==> src/rtl/wifi_ahb_addr_decoder_pkg.sv <==
`default_nettype none
// ============================================================================
// Module   : wifi_dec_pkg
// Purpose  : Shared types and helpers for the WiFi AHB address decoder:
//            data-phase state encoding, HTRANS encodings, window classes
//            and the transfer alignment check.
// Revision : 1.0 - initial release
// ============================================================================
package wifi_dec_pkg;

    // Data-phase state of the slave
    typedef enum logic [2:0] {
        ST_IDLE = 3'd0,
        ST_DATA = 3'd1,
        ST_WAIT = 3'd2,
        ST_ERR1 = 3'd3,
        ST_ERR2 = 3'd4
    } dec_state_t;

    // AHB-Lite HTRANS encodings
    localparam logic [1:0] c_HTRANS_IDLE   = 2'b00;
    localparam logic [1:0] c_HTRANS_BUSY   = 2'b01;
    localparam logic [1:0] c_HTRANS_NONSEQ = 2'b10;
    localparam logic [1:0] c_HTRANS_SEQ    = 2'b11;

    // Which local window an address phase falls into
    typedef enum logic [1:0] {
        WIN_REG = 2'd0,
        WIN_MEM = 2'd1,
        WIN_ERR = 2'd2
    } win_cls_t;

    // Byte, halfword and word accesses must be naturally aligned; wider
    // sizes are not supported by this slave at all.
    function automatic logic is_aligned(input logic [1:0] addr_lsb,
                                        input logic [2:0] size);
        logic ok;
        ok = 1'b0;
        case (size)
            3'd0:    ok = 1'b1;
            3'd1:    ok = ~addr_lsb[0];
            3'd2:    ok = (addr_lsb == 2'b00);
            default: ok = 1'b0;
        endcase
        return ok;
    endfunction

endpackage
`default_nettype wire

==> src/rtl/wifi_ahb_addr_decoder_if.sv <==
`default_nettype none
// ============================================================================
// Module   : wifi_ahb_addr_decoder_if
// Purpose  : AHB-Lite slave-slot signals between the interconnect and the
//            WiFi PHY address decoder.
// Revision : 1.0 - initial release
// ============================================================================
interface wifi_ahb_addr_decoder_if #(
    parameter int ADDR_AHB = 12
);
    logic                HSEL;
    logic [ADDR_AHB-1:0] HADDR;
    logic [1:0]          HTRANS;
    logic                HWRITE;
    logic [2:0]          HSIZE;
    logic                HREADY;
    logic                HREADYOUT;
    logic                HRESP;

    modport master (
        output HSEL, HADDR, HTRANS, HWRITE, HSIZE, HREADY,
        input  HREADYOUT, HRESP
    );

    modport slave (
        input  HSEL, HADDR, HTRANS, HWRITE, HSIZE, HREADY,
        output HREADYOUT, HRESP
    );
endinterface
`default_nettype wire

==> src/rtl/wifi_ahb_addr_decoder_window.sv <==
`default_nettype none
// ============================================================================
// Module   : wifi_dec_window
// Purpose  : Combinational address-phase classifier. Splits HADDR into the
//            register window, the memory window or an error, and produces
//            the local register index and memory byte offset.
// Revision : 1.0 - initial release
// ============================================================================
module wifi_dec_window
    import wifi_dec_pkg::*;
#(
    parameter int ADDR_AHB  = 12,
    parameter int ADDR_SLIC = 10,
    parameter int NUM_REGS  = 4,
    parameter int MEM_BASE  = 'h10,
    parameter int MEM_BYTES = 1024
) (
    input  wire logic [ADDR_AHB-1:0]         i_haddr,
    input  wire logic [2:0]                  i_hsize,
    output win_cls_t                         o_cls,
    output logic [$clog2(NUM_REGS)-1:0]      o_reg_idx,
    output logic [ADDR_SLIC-1:0]             o_mem_off
);

    localparam int c_REG_W = $clog2(NUM_REGS);

    // One extra bit so the window end addresses never wrap
    localparam logic [ADDR_AHB:0] c_REG_END = (ADDR_AHB+1)'(4 * NUM_REGS);
    localparam logic [ADDR_AHB:0] c_MEM_LO  = (ADDR_AHB+1)'(MEM_BASE);
    localparam logic [ADDR_AHB:0] c_MEM_HI  = (ADDR_AHB+1)'(MEM_BASE + MEM_BYTES);

    logic [ADDR_AHB:0] w_addr;
    assign w_addr = {1'b0, i_haddr};

    // Misalignment overrides any window hit; gaps fall through to ERR
    always_comb begin
        o_cls = WIN_ERR;
        if (!is_aligned(i_haddr[1:0], i_hsize)) begin
            o_cls = WIN_ERR;
        end else if (w_addr < c_REG_END) begin
            o_cls = WIN_REG;
        end else if ((w_addr >= c_MEM_LO) && (w_addr < c_MEM_HI)) begin
            o_cls = WIN_MEM;
        end
    end

    assign o_reg_idx = i_haddr[2 +: c_REG_W];
    assign o_mem_off = ADDR_SLIC'(i_haddr - ADDR_AHB'(MEM_BASE));

endmodule
`default_nettype wire

==> src/rtl/wifi_ahb_addr_decoder.sv <==
`default_nettype none
// ============================================================================
// Module   : wifi_ahb_addr_decoder
// Purpose  : AHB-Lite slave front end for the WiFi PHY. Registers the
//            address phase, issues single-cycle register/memory strobes in
//            the data phase, inserts memory wait states and answers
//            out-of-range or misaligned accesses with a two-cycle ERROR.
// Options  : WIFI_DEC_STATS_EN - adds stat_clr input and a saturating
//            8-bit err_count output.
// Revision : 1.0 - initial release
// ============================================================================
module wifi_ahb_addr_decoder
    import wifi_dec_pkg::*;
#(
    parameter int ADDR_AHB  = 12,
    parameter int ADDR_SLIC = 10,
    parameter int NUM_REGS  = 4,
    parameter int MEM_BASE  = 'h10,
    parameter int MEM_BYTES = 1024,
    parameter int MEM_WAIT  = 0
) (
    input  wire logic                         HCLK,
    input  wire logic                         HRESETn,
    wifi_ahb_addr_decoder_if.slave            ahb,
    output logic                              wren_reg,
    output logic                              rden_reg,
    output logic [$clog2(NUM_REGS)-1:0]       addr_reg,
    output logic                              wren_mem,
    output logic                              rden_mem,
    output logic [ADDR_SLIC-1:0]              addr_mem
`ifdef WIFI_DEC_STATS_EN
    ,
    input  wire logic                         stat_clr,
    output logic [7:0]                        err_count
`endif
);

    localparam logic       c_MEM_STALL = (MEM_WAIT > 0);
    localparam logic [3:0] c_WAIT_LOAD = 4'((MEM_WAIT > 0) ? (MEM_WAIT - 1) : 0);

    dec_state_t                    r_state;
    dec_state_t                    w_state_nxt;
    win_cls_t                      w_cls;
    logic [$clog2(NUM_REGS)-1:0]   w_reg_idx;
    logic [ADDR_SLIC-1:0]          w_mem_off;
    logic [$clog2(NUM_REGS)-1:0]   r_addr_reg;
    logic [ADDR_SLIC-1:0]          r_addr_mem;
    logic                          r_write;
    logic                          r_is_mem;
    logic [3:0]                    r_wait_cnt;
    logic                          w_accept;
    logic                          w_take;
    logic                          w_start;
    logic                          w_strobe;
    logic                          w_hreadyout;
    logic                          w_hresp;
    logic                          w_data_phase;

    wifi_dec_window #(
        .ADDR_AHB  (ADDR_AHB),
        .ADDR_SLIC (ADDR_SLIC),
        .NUM_REGS  (NUM_REGS),
        .MEM_BASE  (MEM_BASE),
        .MEM_BYTES (MEM_BYTES)
    ) u_window (
        .i_haddr   (ahb.HADDR),
        .i_hsize   (ahb.HSIZE),
        .o_cls     (w_cls),
        .o_reg_idx (w_reg_idx),
        .o_mem_off (w_mem_off)
    );

    // Only NONSEQ/SEQ with the bus ready start a transfer
    assign w_accept = ahb.HSEL & ahb.HREADY &
                      ((ahb.HTRANS == c_HTRANS_NONSEQ) || (ahb.HTRANS == c_HTRANS_SEQ));
    assign w_start  = w_take & w_accept;

    // State register
    always_ff @(posedge HCLK or negedge HRESETn) begin
        if (!HRESETn) begin
            r_state <= ST_IDLE;
        end else begin
            r_state <= w_state_nxt;
        end
    end

    // Next state and bus response; w_take marks the cycle the current
    // data phase completes, so a new address phase can be accepted.
    always_comb begin
        w_state_nxt = r_state;
        w_hreadyout = 1'b1;
        w_hresp     = 1'b0;
        w_strobe    = 1'b0;
        w_take      = 1'b0;
        case (r_state)
            ST_IDLE: begin
                w_take = 1'b1;
            end
            ST_DATA: begin
                w_strobe = 1'b1;
                if (r_is_mem && c_MEM_STALL) begin
                    w_hreadyout = 1'b0;
                    w_state_nxt = ST_WAIT;
                end else begin
                    w_take = 1'b1;
                end
            end
            ST_WAIT: begin
                if (r_wait_cnt != 4'd0) begin
                    w_hreadyout = 1'b0;
                end else begin
                    w_take = 1'b1;
                end
            end
            ST_ERR1: begin
                w_hresp     = 1'b1;
                w_hreadyout = 1'b0;
                w_state_nxt = ST_ERR2;
            end
            ST_ERR2: begin
                w_hresp = 1'b1;
                w_take  = 1'b1;
            end
            default: begin
                w_state_nxt = ST_IDLE;
            end
        endcase
        if (w_take) begin
            if (w_accept) begin
                w_state_nxt = (w_cls == WIN_ERR) ? ST_ERR1 : ST_DATA;
            end else begin
                w_state_nxt = ST_IDLE;
            end
        end
    end

    // Capture direction and local addresses of an accepted address phase;
    // the address of the unused window is stored as zero.
    always_ff @(posedge HCLK or negedge HRESETn) begin
        if (!HRESETn) begin
            r_write    <= 1'b0;
            r_is_mem   <= 1'b0;
            r_addr_reg <= '0;
            r_addr_mem <= '0;
        end else if (w_start) begin
            r_write    <= ahb.HWRITE;
            r_is_mem   <= (w_cls == WIN_MEM);
            r_addr_reg <= (w_cls == WIN_REG) ? w_reg_idx : '0;
            r_addr_mem <= (w_cls == WIN_MEM) ? w_mem_off : '0;
        end
    end

    // Memory wait-state counter, loaded when the data phase stalls
    always_ff @(posedge HCLK or negedge HRESETn) begin
        if (!HRESETn) begin
            r_wait_cnt <= 4'd0;
        end else if ((r_state == ST_DATA) && (w_state_nxt == ST_WAIT)) begin
            r_wait_cnt <= c_WAIT_LOAD;
        end else if ((r_state == ST_WAIT) && (r_wait_cnt != 4'd0)) begin
            r_wait_cnt <= r_wait_cnt - 4'd1;
        end
    end

    assign w_data_phase  = (r_state == ST_DATA) || (r_state == ST_WAIT);

    assign ahb.HREADYOUT = w_hreadyout;
    assign ahb.HRESP     = w_hresp;

    assign wren_reg = w_strobe &  r_write & ~r_is_mem;
    assign rden_reg = w_strobe & ~r_write & ~r_is_mem;
    assign wren_mem = w_strobe &  r_write &  r_is_mem;
    assign rden_mem = w_strobe & ~r_write &  r_is_mem;
    assign addr_reg = w_data_phase ? r_addr_reg : '0;
    assign addr_mem = w_data_phase ? r_addr_mem : '0;

`ifdef WIFI_DEC_STATS_EN
    logic [7:0] r_err_count;

    // Count ERROR transfers, saturating; a clear beats a same-cycle increment
    always_ff @(posedge HCLK or negedge HRESETn) begin
        if (!HRESETn) begin
            r_err_count <= 8'd0;
        end else if (stat_clr) begin
            r_err_count <= 8'd0;
        end else if (w_start && (w_cls == WIN_ERR) && (r_err_count != 8'hFF)) begin
            r_err_count <= r_err_count + 8'd1;
        end
    end

    assign err_count = r_err_count;
`endif

endmodule
`default_nettype wire

==> src/flat_wrapper.sv <==
// flat-port wrapper written by rule: the top's interface ports become plain ports
module wifi_ahb_addr_decoder_flat import wifi_dec_pkg::*;
#(
    parameter int ADDR_AHB  = 12,
    parameter int ADDR_SLIC = 10,
    parameter int NUM_REGS  = 4,
    parameter int MEM_BASE  = 'h10,
    parameter int MEM_BYTES = 1024,
    parameter int MEM_WAIT  = 0
)
  (HCLK, HRESETn, wren_reg, rden_reg, addr_reg, wren_mem, rden_mem, addr_mem, ahb_HSEL, ahb_HADDR, ahb_HTRANS, ahb_HWRITE, ahb_HSIZE, ahb_HREADY, ahb_HREADYOUT, ahb_HRESP);
  wifi_ahb_addr_decoder_if #(.ADDR_AHB(ADDR_AHB)) ahb_i ();
  input  wire logic HCLK;
  input  wire logic HRESETn;
  output logic wren_reg;
  output logic rden_reg;
  output logic [$clog2(NUM_REGS)-1:0] addr_reg;
  output logic wren_mem;
  output logic rden_mem;
  output logic [ADDR_SLIC-1:0] addr_mem;
  input wire logic [$bits(ahb_i.HSEL)-1:0] ahb_HSEL;
  input wire logic [$bits(ahb_i.HADDR)-1:0] ahb_HADDR;
  input wire logic [$bits(ahb_i.HTRANS)-1:0] ahb_HTRANS;
  input wire logic [$bits(ahb_i.HWRITE)-1:0] ahb_HWRITE;
  input wire logic [$bits(ahb_i.HSIZE)-1:0] ahb_HSIZE;
  input wire logic [$bits(ahb_i.HREADY)-1:0] ahb_HREADY;
  output wire logic [$bits(ahb_i.HREADYOUT)-1:0] ahb_HREADYOUT;
  output wire logic [$bits(ahb_i.HRESP)-1:0] ahb_HRESP;
  assign ahb_i.HSEL = ahb_HSEL;
  assign ahb_i.HADDR = ahb_HADDR;
  assign ahb_i.HTRANS = ahb_HTRANS;
  assign ahb_i.HWRITE = ahb_HWRITE;
  assign ahb_i.HSIZE = ahb_HSIZE;
  assign ahb_i.HREADY = ahb_HREADY;
  assign ahb_HREADYOUT = ahb_i.HREADYOUT;
  assign ahb_HRESP = ahb_i.HRESP;
  wifi_ahb_addr_decoder #(.ADDR_AHB(ADDR_AHB), .ADDR_SLIC(ADDR_SLIC), .NUM_REGS(NUM_REGS), .MEM_BASE(MEM_BASE), .MEM_BYTES(MEM_BYTES), .MEM_WAIT(MEM_WAIT)) u_core (.HCLK(HCLK), .HRESETn(HRESETn), .ahb(ahb_i), .wren_reg(wren_reg), .rden_reg(rden_reg), .addr_reg(addr_reg), .wren_mem(wren_mem), .rden_mem(rden_mem), .addr_mem(addr_mem));
endmodule
==> config.mk <==
export PLATFORM = sky130hd
export DESIGN_NAME = wifi_ahb_addr_decoder_flat
export DESIGN_NICKNAME = d
export VERILOG_FILES = /design/src/rtl/wifi_ahb_addr_decoder_pkg.sv /design/src/rtl/wifi_ahb_addr_decoder_if.sv /design/src/rtl/wifi_ahb_addr_decoder_window.sv /design/src/rtl/wifi_ahb_addr_decoder.sv /design/src/flat_wrapper.sv
export SDC_FILE = /design/constraint.sdc
export NUM_CORES = 1
export LEC_CHECK = 0
export CAP_MARGIN = 15
export CORE_MARGIN = 5
export CORE_UTILIZATION = 35
export CTS_CLUSTER_SIZE = 8
export DETAILED_ROUTE_END_ITERATION = 12
export SYNTH_ARGS = -nofsm -noshare
export SYNTH_HDL_FRONTEND = slang
export SYNTH_HIERARCHICAL = 1
export SYNTH_SLANG_ARGS = --single-unit
export TNS_END_PERCENT = 5
==> constraint.sdc <==
create_clock -name HCLK -period 4.36 [get_ports HCLK]
set_clock_uncertainty 0.2 [all_clocks]
set_input_delay 0.436 -clock HCLK [delete_from_list [all_inputs] [get_ports HCLK]]
set_output_delay 0.436 -clock HCLK [all_outputs]
set_load 0.03 [all_outputs]
* Yosys cells after proc, flatten, opt, wreduce, memory -nomap -nowiden
Index checks and enable logic that the tools add are counted.
** Cells by class
- Equal/unequal tests :: 11
- Multiplexer cells :: 19
- Reduce and logical (&&, ||, !) cells :: 14
- Add/sub/neg operators :: 2
- Bitwise logic cells :: 12
- Magnitude comparators :: 3
** Operators by type and width (count)
- $mux W10 :: 2
- $eq A3 B2 Y1 const B :: 4
- $ge A12 B5 Y1 const B :: 1
- $lt A12 B11 Y1 const B :: 1
- $lt A12 B5 Y1 const B :: 1
- $mux W2 :: 6
- $sub A10 B5 Y10 const B :: 1
- $and A1 B1 Y1 :: 9
- $mux W4 :: 2
- $eq A2 B2 Y1 const B :: 3
- $eq A3 B1 Y1 const B :: 2
- $logic_not A3 Y1 :: 2
- $mux W3 :: 2
- $pmux W3 S2 :: 1
- $logic_not A2 Y1 :: 2
- $pmux W1 S2 :: 2
- $reduce_bool A4 Y1 :: 1
- $reduce_or A4 Y1 :: 1
- $sub A4 B1 Y4 const B :: 1
- $eq A3 B3 Y1 const B :: 1
- $logic_and A1 B1 Y1 :: 3
- $mux W1 :: 3
- $not A1 Y1 :: 3
- $pmux W1 S3 :: 1
- 5 further kinds :: 6
** Storage, ports and cells
- Logic and storage cells :: 67
- Register bits :: 21
- Output and inout bits :: 18
- Input bits :: 22

* Longest topological paths before layout
- Word-level depth :: 12
- Mapped depth :: 9
- Depth with buffers taken out :: 8

* Cells and area by module
The synthesis kept the hierarchy.
** Modules (own cells, without submodules)
- wifi_ahb_addr_decoder :: seq. area each 525.5 µm², instances 1, area each 1112.3 µm², cells an instance 110
- wifi_dec_window :: seq. area each 0.0 µm², instances 1, area each 172.7 µm², cells an instance 25

* Least setup slack after synthesis
No wires, ideal clock.
- Path kind :: input-to-reg
- From :: input port ahb_HADDR[4]
- To :: register u_core.r_addr_mem[9]
- Data arrival time :: 2189 ps
- Stages :: 9
- Buffers on the path :: 1
- Setup time :: 79 ps
- Required time :: 4081 ps
- Path slack :: 1892 ps
- Path through :: inv_1 > ha_1 > or3b_4 > o31a_1 > nor3_1 > nor2b_1 > clkbuf_1 > nand2_1 > mux2i_1
** On the way
- Cells in the longest elaborated chain, start to end :: 7
- Elaborated cells on any way between the ends :: 10
- Those cells by class :: add/sub (1); order compare (3); eq/ne (1); mux (4); reduce/logical (1)
** RTL lines
- from (decl) :: RTL line flat_wrapper.sv:22 : input wire logic [$bits(ahb_i.HADDR)-1:0] ahb_HADDR;
- $ge A12 B5 Y1 / $lt A12 B11 Y1 (equally long branches) :: RTL line wifi_ahb_addr_decoder_window.sv:42 : end else if ((w_addr >= c_MEM_LO) && (w_addr < c_MEM_HI)) begin
- $logic_and A1 B1 Y1 :: RTL line wifi_ahb_addr_decoder_window.sv:42
- $mux W2 :: RTL line wifi_ahb_addr_decoder_window.sv:42
- $mux W2 (*) :: RTL line wifi_ahb_addr_decoder_window.sv:40 : end else if (w_addr < c_REG_END) begin
- $mux W2 (*) :: RTL line wifi_ahb_addr_decoder_window.sv:38 : if (!is_aligned(i_haddr[1:0], i_hsize)) begin
- net u_core.w_cls[0] :: RTL line wifi_ahb_addr_decoder.sv:43 : win_cls_t w_cls;
- $eq A2 B1 Y1 (*) :: RTL line wifi_ahb_addr_decoder.sv:149 : r_addr_mem <= (w_cls == WIN_MEM) ? w_mem_off : '0;
- $mux W10 (*) :: RTL line wifi_ahb_addr_decoder.sv:149
- to (signal assigned) :: RTL line wifi_ahb_addr_decoder.sv:149
- to (decl) :: RTL line wifi_ahb_addr_decoder.sv:47 : logic [ADDR_SLIC-1:0] r_addr_mem;
The timed path passes the listed nets; every way through them passes the cells marked *.
A chain may end at the register's enable or synchronous reset.

* Worst setup path in the final report
- From :: input port ahb_HADDR[4]
- To :: register u_core.r_addr_mem[0]
Same word-level chain as after synthesis.

==> out/metrics.csv <==
metric,value,unit
CTS sink cnt,21,
Syn Nets,160,
Max Slew Vio Count,0,
Post-synth ARST share,1.00,
Setup crit start kind,input pin,
Antenna Cells,0,
largest family of logic cells by synthesized area,simple AND/OR/NAND/NOR gates,
vias in the first global route,1021,
Pwr Total,380,uW
"IR drop worst, VDD",84.6,uV
# DRC,0,
core outline area,3610,um2
# fillers,354,
post-synthesis simple-gate area fraction,0.219,
overall die width,70.6,um
Post-CTS Setup Inserts,0,
CP max stage cell,nor2b_1,
Synth Area in Compound Gates,0.0536,
Syn Area/Cell,9.52,um2
initial antenna violation count,0,
CTS root buffer,clkbuf_8,
Synth warnings,6,
Starting Density,0.356,
CP max FO,11,
number of synthesized flops with an enable pin,0,
H-tree Lvls,1,
pwr/cell area,226,nW/um2
Unique masters post-synth,31,
I/O Pins,40,
final clock period utilization by the worst path,0.721,
vias per cell,4.63,
max reg flops,10,
Routed wire per std cell,12.6,um
DR vias,987,
worst hold path type,reg -> reg,
Synth top area share,0.409,
clk buf depth,2,
Yosys reg bits,21,
Clock Pin Slew Worst Setup and Hold Paths,70,ps
worst-path cell chain,clkdlybuf4s50_1 > inv_1 > ha_1 > or3b_4 > o31a_1 > nor3_1 > nor2b_1 > nand2_1 > mux2i_1,
Critical Path End Type,register,
worst slew pin tran,982,ps
"most common cell after layout, fill and taps aside",clkdlybuf4s50_1,
required time of the critical path,4330,ps
post-cts hold buffer count,0,
First-pass DRT Iterations,4,
RD Place Congestion,0.805,
most frequent cells in the layout,"38 x clkdlybuf4s50_1, 21 x dfrtp_1, 16 x inv_1",
CP startpoint,ahb_HADDR[4],
layout cells sized above 1,0.0667,
FP Rows,22,
dpl cells,209,
Rel. slew slack,0.340,
setup TNS,0,ps
Synth Area in XOR/XNOR,0.0545,
first-pass GRT wire length,4.60,mm
Post-CTS Resized,0,
grt ovf,0,
Critical Path Max Stage Delay,710,ps
Synth Flop Type,dfrtp_1,
r2r startpoint,u_core/r_state[2],
Post-Synthesis Cell Area,1280,um2
post-synth top area cell,dfrtp_1,
CTS tree,yes,
multiplexer area fraction after synthesis,0.121,
Largest Register,u_core/r_addr_mem,
Regs by FF count,"u_core/r_addr_mem: 10 flops, u_core/r_wait_cnt: 4 flops, u_core/r_state: 3 flops",
status,"complete, no violations",
Synth area leaders,"dfrtp_1 41%, mux2i_1 8.6%, nor3_1 5.5%, inv_1 4.7%, nand2_1 3.8%",
CTS Buf Count,3,
port bufs,38,
Nets,191,
full die area,4980,um2
Routed Antenna Nets,0,
CP arrival,3120,ps
largest net degree at the start of global routing,22,
max_cap viols,0,
DRT iter0 DRCs,35,
hold_ws,306,ps
Die Y-Extent,70.6,um
final non-filler cell total,213,
adder-cell share of the synthesized area,0.0292,
area growth from synthesis to layout,31.1,%
Synth Instances,135,
final hold viol count,0,
Pleak,0.678,nW
"Seq/Total Area, Yosys",0.409,
Worst Setup Path Type,in -> reg,
Hold Crit Start,u_core/r_addr_reg[1],
Post-DP HPWL,2.10,mm
worst skew pair latency,250,ps
Final min period,3140,ps
RSZ-0062 raised after global routing,no,
FMAX,318,MHz
global-route usage over all layers,0.111,
final setup violating endpoints,0,
routed wire length,2.69,mm
[critical path, delay by kind of cell]
kind / cells / cell delay [ps]
fa+ha+maj: 1 / 170
simple gates: 4 / 1580
buf+inv: 2 / 500
compound gates: 1 / 250
mux: 1 / 180
[metrics by stage]
stage / setup slack [ps] / area [um2] / util
6_report: 1220 / 1680 / 0.467
3_5_place_dp: 928 / 1640 / 0.455
3_3_place_gp: 1010 / 1640 / 0.455
4_1_cts: 1210 / 1680 / 0.467
5_1_grt: 978 / 1680 / 0.467
2_1_floorplan: 1890 / 1280 / -
[final timing paths]
kind / endpoint / slack [ps] / cells after the start
max reg2reg: u_core/r_is_mem / 1550 / 3
max: u_core/r_addr_mem[0] / 1220 / 9
min reg2reg: u_core/r_addr_reg[1] / 310 / 1
min: u_core/r_addr_reg[1] / 310 / 1
max in group asynchronous: u_core/r_addr_reg[1] / 2870 / 1
min in group asynchronous: u_core/r_wait_cnt[3] / 510 / 1
[routing by layer]
layer | vias up | share of wire | routed length [um] | track usage
met5 | - | 0 | 0 | 0
met4 | 0 | 0 | 0 | 0.0188
met3 | 0 | 0.062 | 166 | 0.0298
met2 | 31 | 0.44 | 1190 | 0.175
met1 | 456 | 0.49 | 1330 | 0.156
li1 | 500 | - | - | -
[layout make-up]
class	instances	area, um2	share of cell area
multi-input combinational	86	613	0.364
sequential	21	526	0.312
timing repair buffer	38	380	0.226
inverter	16	60.1	0.0357
tap	48	60.1	0.0357
clock buffer	4	45.0	0.0267
[report_power, final]
| part | total (mW) | switching [mW] | internal (mW) |
|---|---|---|---|
| clock | 0.124 | 0.0590 | 0.0649 |
| combinational | 0.0534 | 0.0239 | 0.0295 |
| sequential | 0.203 | 0.00454 | 0.198 |
[cell usage after synthesis, types with 3 or more instances]
master / count
buf_4: 6
xnor2_1: 5
dfrtp_1: 21
nand2_1: 13
inv_1: 16
mux2i_1: 11
ha_1: 3
nor3_1: 14
nor2_1: 5
nor3b_1: 6
clkbuf_1: 4
and2_1: 3
mux2_2: 4
xor2_1: 3
nand3_1: 3
[logic make-up after synthesis]
logic type,after synthesis
XOR/XNOR,8
multiplexers,15
AND/OR/NAND/NOR,52
AO/OA/AOI/OAI,8
flip-flops,21
buffers and inverters,28
adder cells (fa/ha/maj),3
No activity file was read; power rests on OpenSTA's default activity.
==> RTL change 1, RTL diff (config.mk and constraints unchanged) <==
Re-encode `dec_state_t` (5 states) as one-hot, 5 bits wide.
--- a/src/rtl/wifi_ahb_addr_decoder_pkg.sv
+++ b/src/rtl/wifi_ahb_addr_decoder_pkg.sv
@@ -9,12 +9,12 @@
 package wifi_dec_pkg;
 
     // Data-phase state of the slave
-    typedef enum logic [2:0] {
-        ST_IDLE = 3'd0,
-        ST_DATA = 3'd1,
-        ST_WAIT = 3'd2,
-        ST_ERR1 = 3'd3,
-        ST_ERR2 = 3'd4
+    typedef enum logic [4:0] {
+        ST_IDLE = 5'b00001,
+        ST_DATA = 5'b00010,
+        ST_WAIT = 5'b00100,
+        ST_ERR1 = 5'b01000,
+        ST_ERR2 = 5'b10000
     } dec_state_t;
 
     // AHB-Lite HTRANS encodings
Function: same outputs for any inputs over 10 cycles, from zero or initial values and one cycle with HRESETn low; not proved beyond that.
==> RTL change 1 against the unedited design <==
Area after synthesis increased by 1.9%; via count increased by 1.7%; die area increased by 1.6%; combinational power decreased by 11%; sequential cell count increased by 2; design area increased by 4.1%; wire length increased by 5.0%; power increased by 5.4%; setup slack got worse by 0.018 ns; count of clock-buffer cells in the layout unchanged; largest power group unchanged; non-clock buffer count increased by 2.
==> RTL change 1: results (changes against the unedited design) <==
- TritonRoute pass-1 iters: 4 (unchanged)
- Largest regs: u_core/r_addr_mem (10), u_core/r_state (5), u_core/r_wait_cnt (4)
- Top post-synthesis cells by count: dfrtp_1, and2_1, nor2_1
- # fillers: 360 (+1.7%)
- VDD IR max: 91.76 uV (+8.4%)
- Routability cong.: 0.7785 (-3.3%)
- FF-to-FF path depth: 4 (+1)
- Final nets: 184 (-3.7%)
- Iteration-0 DRC Markers: 106 (+200%)
- Synth cell types: 36 (+16%)
- DP HPWL: 2118 um (+0.67%)
- LEAKAGE: 0.7727 nW (+14%)
- Critical Path Fanout Max: 12 (+1)
- Worst-Margin Slew: 0.4943 ns (-0.4882 ns)
- Vias per cell: 4.874 (+5.2%)
- Status: finished clean
- Routed wire length: 2819 um (+5.0%)
- Reg2reg start: u_core/r_state[1]
- Total of warnings raised by yosys: 6 (unchanged)
- Worst reg2reg setup slack: 2.20 ns (+0.65 ns)
- WP data arrival: 2.53 ns (-0.59 ns)
- Vias in the first global route: 1127 (+10%)
- DP Area: 1680 um2 (+2.5%)
- Post-synthesis async set-or-reset flop share: 1.000 (unchanged)
- Hold Crit Class: input pin to asynchronous set/reset pin
- GR Util All Layers: 0.1235 (+0.01281)
- Synth Net Count: 149 (-6.9%)
- Register area share after synthesis: 0.4407 (+0.03177)
- First-pass GRT wire length: 5195 um (+13%)
- Synth area leaders: dfrtp_1, and2_1, a22o_1
- Largest net degree at the start of global routing: 24 (+9.1%)
- Critical R2R Capture: u_core/r_addr_mem[2]
- CTS H-tree lvls: 1 (unchanged)
- Layout cells sized above 1: 0.1392 (+0.07257)
## RTL change 1: cell types whose count changed after synthesis, sizes merged, moves of 3 or more
cell,unedited run,this run
and2,3,13
and3,1,6
mux2i,11,0
a22o,0,10
nor3,14,7
nor2,5,9
nor3b,6,3
clkbuf,4,1
nand2,13,4
inv,16,7
## RTL change 1: cells by family (layout without fill, tap and decap cells)
family	count (synthesis)	in the layout	synth area share
flops	23	23	0.4407
fa+ha+maj	3	3	0.02868
simple gates	48	48	0.2237
compound gates	21	21	0.1424
buf+inv	17	51	0.07839
xor+xnor	9	9	0.06023
mux	3	3	0.02581
## RTL change 1: cell type report
| class | instances | area share |
|---|---|---|
| clock buffers | 4 | 0.02570 |
| repair buffers | 40 | 0.2370 |
| well taps | 48 | 0.03426 |
| multi-input cells | 84 | 0.3590 |
| flip-flops and latches | 23 | 0.3291 |
| inverters | 7 | 0.01499 |
## RTL change 1: how the worst max path moves through the flow
stage,startpoint,depth (start not counted),slack [ns],endpoint
6_report,u_core/r_state[1],5,1.20,addr_mem[9]
5_1_grt,u_core/r_state[1],5,1.03,addr_mem[9]
4_1_cts,u_core/r_state[1],5,1.18,addr_mem[9]
3_5_place_dp,ahb_HADDR[4],8,1.40,u_core/r_addr_mem[0]
3_3_place_gp,ahb_HADDR[4],8,1.44,u_core/r_addr_mem[1]
2_1_floorplan,u_core/r_state[1],4,1.99,addr_mem[0]
## RTL change 1: routing by layer
| metal | share of wire | up-vias | wire length [um] | track usage |
|---|---|---|---|---|
| li1 | - | 491 | - | - |
| met1 | 0.46 | 475 | 1283 | 0.1661 |
| met2 | 0.46 | 36 | 1283 | 0.1908 |
| met3 | 0.087 | 2 | 246 | 0.04119 |
| met4 | 0.0018 | 0 | 5 | 0.03132 |
| met5 | 0 | - | 0 | 0 |
## RTL change 1: per-stage QoR
step,cells,power [mW],setup slack [ns],hold slack [ns],utilization
2_1_floorplan,124,0.2482,1.989,-0.05959,-
3_3_place_gp,201,0.2712,1.441,0.2625,0.4625
3_5_place_dp,201,0.2725,1.401,0.2711,0.4625
4_1_cts,205,0.4051,1.180,0.2826,0.4749
5_1_grt,206,0.4214,1.026,0.2408,0.4824
6_report,206,0.4007,1.197,0.2336,0.4824
## RTL change 1: power by group
group,internal [mW],total (mW),switching (mW)
combinational,0.0281,0.0476,0.0195
clock,0.0651,0.130,0.0650
sequential,0.218,0.223,0.00524
## RTL change 1: critical path: stages, from the launching register on
cell,delay [ns]
dfrtp_1,0.45
or4b_4,0.60
o21ai_0,0.18
buf_4,0.20
and2_1,0.16
clkdlybuf4s50_1,0.67
==> RTL change 2, RTL diff (same settings) <==
Without the edit above. `ADDR_AHB` is set to 12 in 4 places; all go to 13.
--- a/src/rtl/wifi_ahb_addr_decoder_if.sv
+++ b/src/rtl/wifi_ahb_addr_decoder_if.sv
@@ -6,7 +6,7 @@
 // Revision : 1.0 - initial release
 // ============================================================================
 interface wifi_ahb_addr_decoder_if #(
-    parameter int ADDR_AHB = 12
+    parameter int ADDR_AHB = 13
 );
     logic                HSEL;
     logic [ADDR_AHB-1:0] HADDR;
--- a/src/rtl/wifi_ahb_addr_decoder_window.sv
+++ b/src/rtl/wifi_ahb_addr_decoder_window.sv
@@ -9,7 +9,7 @@
 module wifi_dec_window
     import wifi_dec_pkg::*;
 #(
-    parameter int ADDR_AHB  = 12,
+    parameter int ADDR_AHB  = 13,
     parameter int ADDR_SLIC = 10,
     parameter int NUM_REGS  = 4,
     parameter int MEM_BASE  = 'h10,
--- a/src/rtl/wifi_ahb_addr_decoder.sv
+++ b/src/rtl/wifi_ahb_addr_decoder.sv
@@ -12,7 +12,7 @@
 module wifi_ahb_addr_decoder
     import wifi_dec_pkg::*;
 #(
-    parameter int ADDR_AHB  = 12,
+    parameter int ADDR_AHB  = 13,
     parameter int ADDR_SLIC = 10,
     parameter int NUM_REGS  = 4,
     parameter int MEM_BASE  = 'h10,
--- a/src/flat_wrapper.sv
+++ b/src/flat_wrapper.sv
@@ -1,7 +1,7 @@
 // flat-port wrapper written by rule: the top's interface ports become plain ports
 module wifi_ahb_addr_decoder_flat import wifi_dec_pkg::*;
 #(
-    parameter int ADDR_AHB  = 12,
+    parameter int ADDR_AHB  = 13,
     parameter int ADDR_SLIC = 10,
     parameter int NUM_REGS  = 4,
     parameter int MEM_BASE  = 'h10,
Interface: changed (resized ahb_HADDR); port bits go from 40 to 41. The function was not compared with the original's and may differ.
==> RTL change 2 against the unedited design <==
Critical path type unchanged; design area increased by 0.74%; area after synthesis up 0.19%; sequential cell count did not move; synthesized cell count increased by 1.5%; combinational power shrank 1%; utilization is 0.35 points higher; maximum frequency grew 1.9%; setup slack better by 0.059 ns; final cell count rose by 1.4%; sequential share of layout area is 0.23 points lower; wire length is 0.30% higher; power down 0.46%; highest routed layer unchanged.
==> RTL change 2: results (changes against the unedited design) <==
- Post-Synth XOR/XNOR Area: 0.04762 (-0.006909)
- Crit path launch: ahb_HADDR[6]
- Buffers added on ports: 39 (+2.6%)
- Layout cells sized above 1: 0.06548 (-0.001190)
- Synth Net Count: 163 (+1.9%)
- Critical R2R Capture: u_core/r_addr_reg[1]
- Vias in the first global route: 1031 (+0.98%)
- # fillers: 362 (+2.3%)
- Number of setup buffers added after CTS: 0 (unchanged)
- Synth Area in Compound Gates: 0.05928 (+0.005727)
- CP Capture Point: u_core/r_addr_mem[5]
- Hold EP: u_core/r_wait_cnt[3]
- Post-synthesis mux area share: 0.1205 (-0.0002347)
- VDD IR max: 68.70 uV (-19%)
- Status: finished clean
- Vias per cell: 4.718 (+1.8%)
- Fin Hold WS: 0.2962 ns (-0.01025 ns)
- LEAKAGE: 0.6831 nW (+0.78%)
- DP HPWL: 2117 um (+0.59%)
- First-pass GRT wire length: 4643 um (+0.89%)
- Root Buffer: clkbuf_8
- Iteration-0 DRC Markers: 22 (-37%)
- Routed WL per cell: 12.47 um (-1.1%)
- DP Area: 1652 um2 (+0.76%)
- Post-synthesis instance total: 137 (+1.5%)
- Register area share after synthesis: 0.4082 (-0.0007949)
- Placed cells: 212 (+1.4%)
- Int Pwr: 292.2 uW (-0.19%)
- Switching pwr: 86.26 uW (-1.4%)
- WP data arrival: 3.06 ns (-0.06 ns)
- GR Util All Layers: 0.1118 (+0.001119)
- Min-delay src: u_core/r_wait_cnt[3]
- Worst reg2reg setup slack: 1.53 ns (-0.02 ns)
- Critical Path Fanout Max: 11 (unchanged)
- Adder-cell share of the synthesized area: 0.02915 (-0.00005678)
- Period utilization: 0.7078 (-0.01356)
- Max_slew headroom: 0.3416 (+0.001278)
- Synth cell types: 32 (+3.2%)
- Synth area leaders: dfrtp_1, mux2i_1, nor3_1
- Routability cong.: 0.7529 (-6.5%)
## RTL change 2: final cells by class
| class | count | area share |
|---|---|---|
| tap | 48 | 0.03540 |
| sequential | 21 | 0.3097 |
| timing repair buffer | 39 | 0.2301 |
| inverter | 16 | 0.03540 |
| clock buffer | 4 | 0.02655 |
| multi-input combinational | 88 | 0.3628 |
## RTL change 2: layer usage
metal  global-route usage  vias up  share of wire
li1                     -      510              -
met1               0.1408      477           0.49
met2               0.1913       32           0.45
met3              0.03125        0          0.065
met4              0.02505        0              0
met5                    0        -              0
## RTL change 2: critical path: cells and delay by family
kind,cells,cell delay [ns]
and+or+nand+nor,4,1.72
buffers and inverters,1,0.48
AOI/OAI and AO/OA,1,0.26
muxes,1,0.17
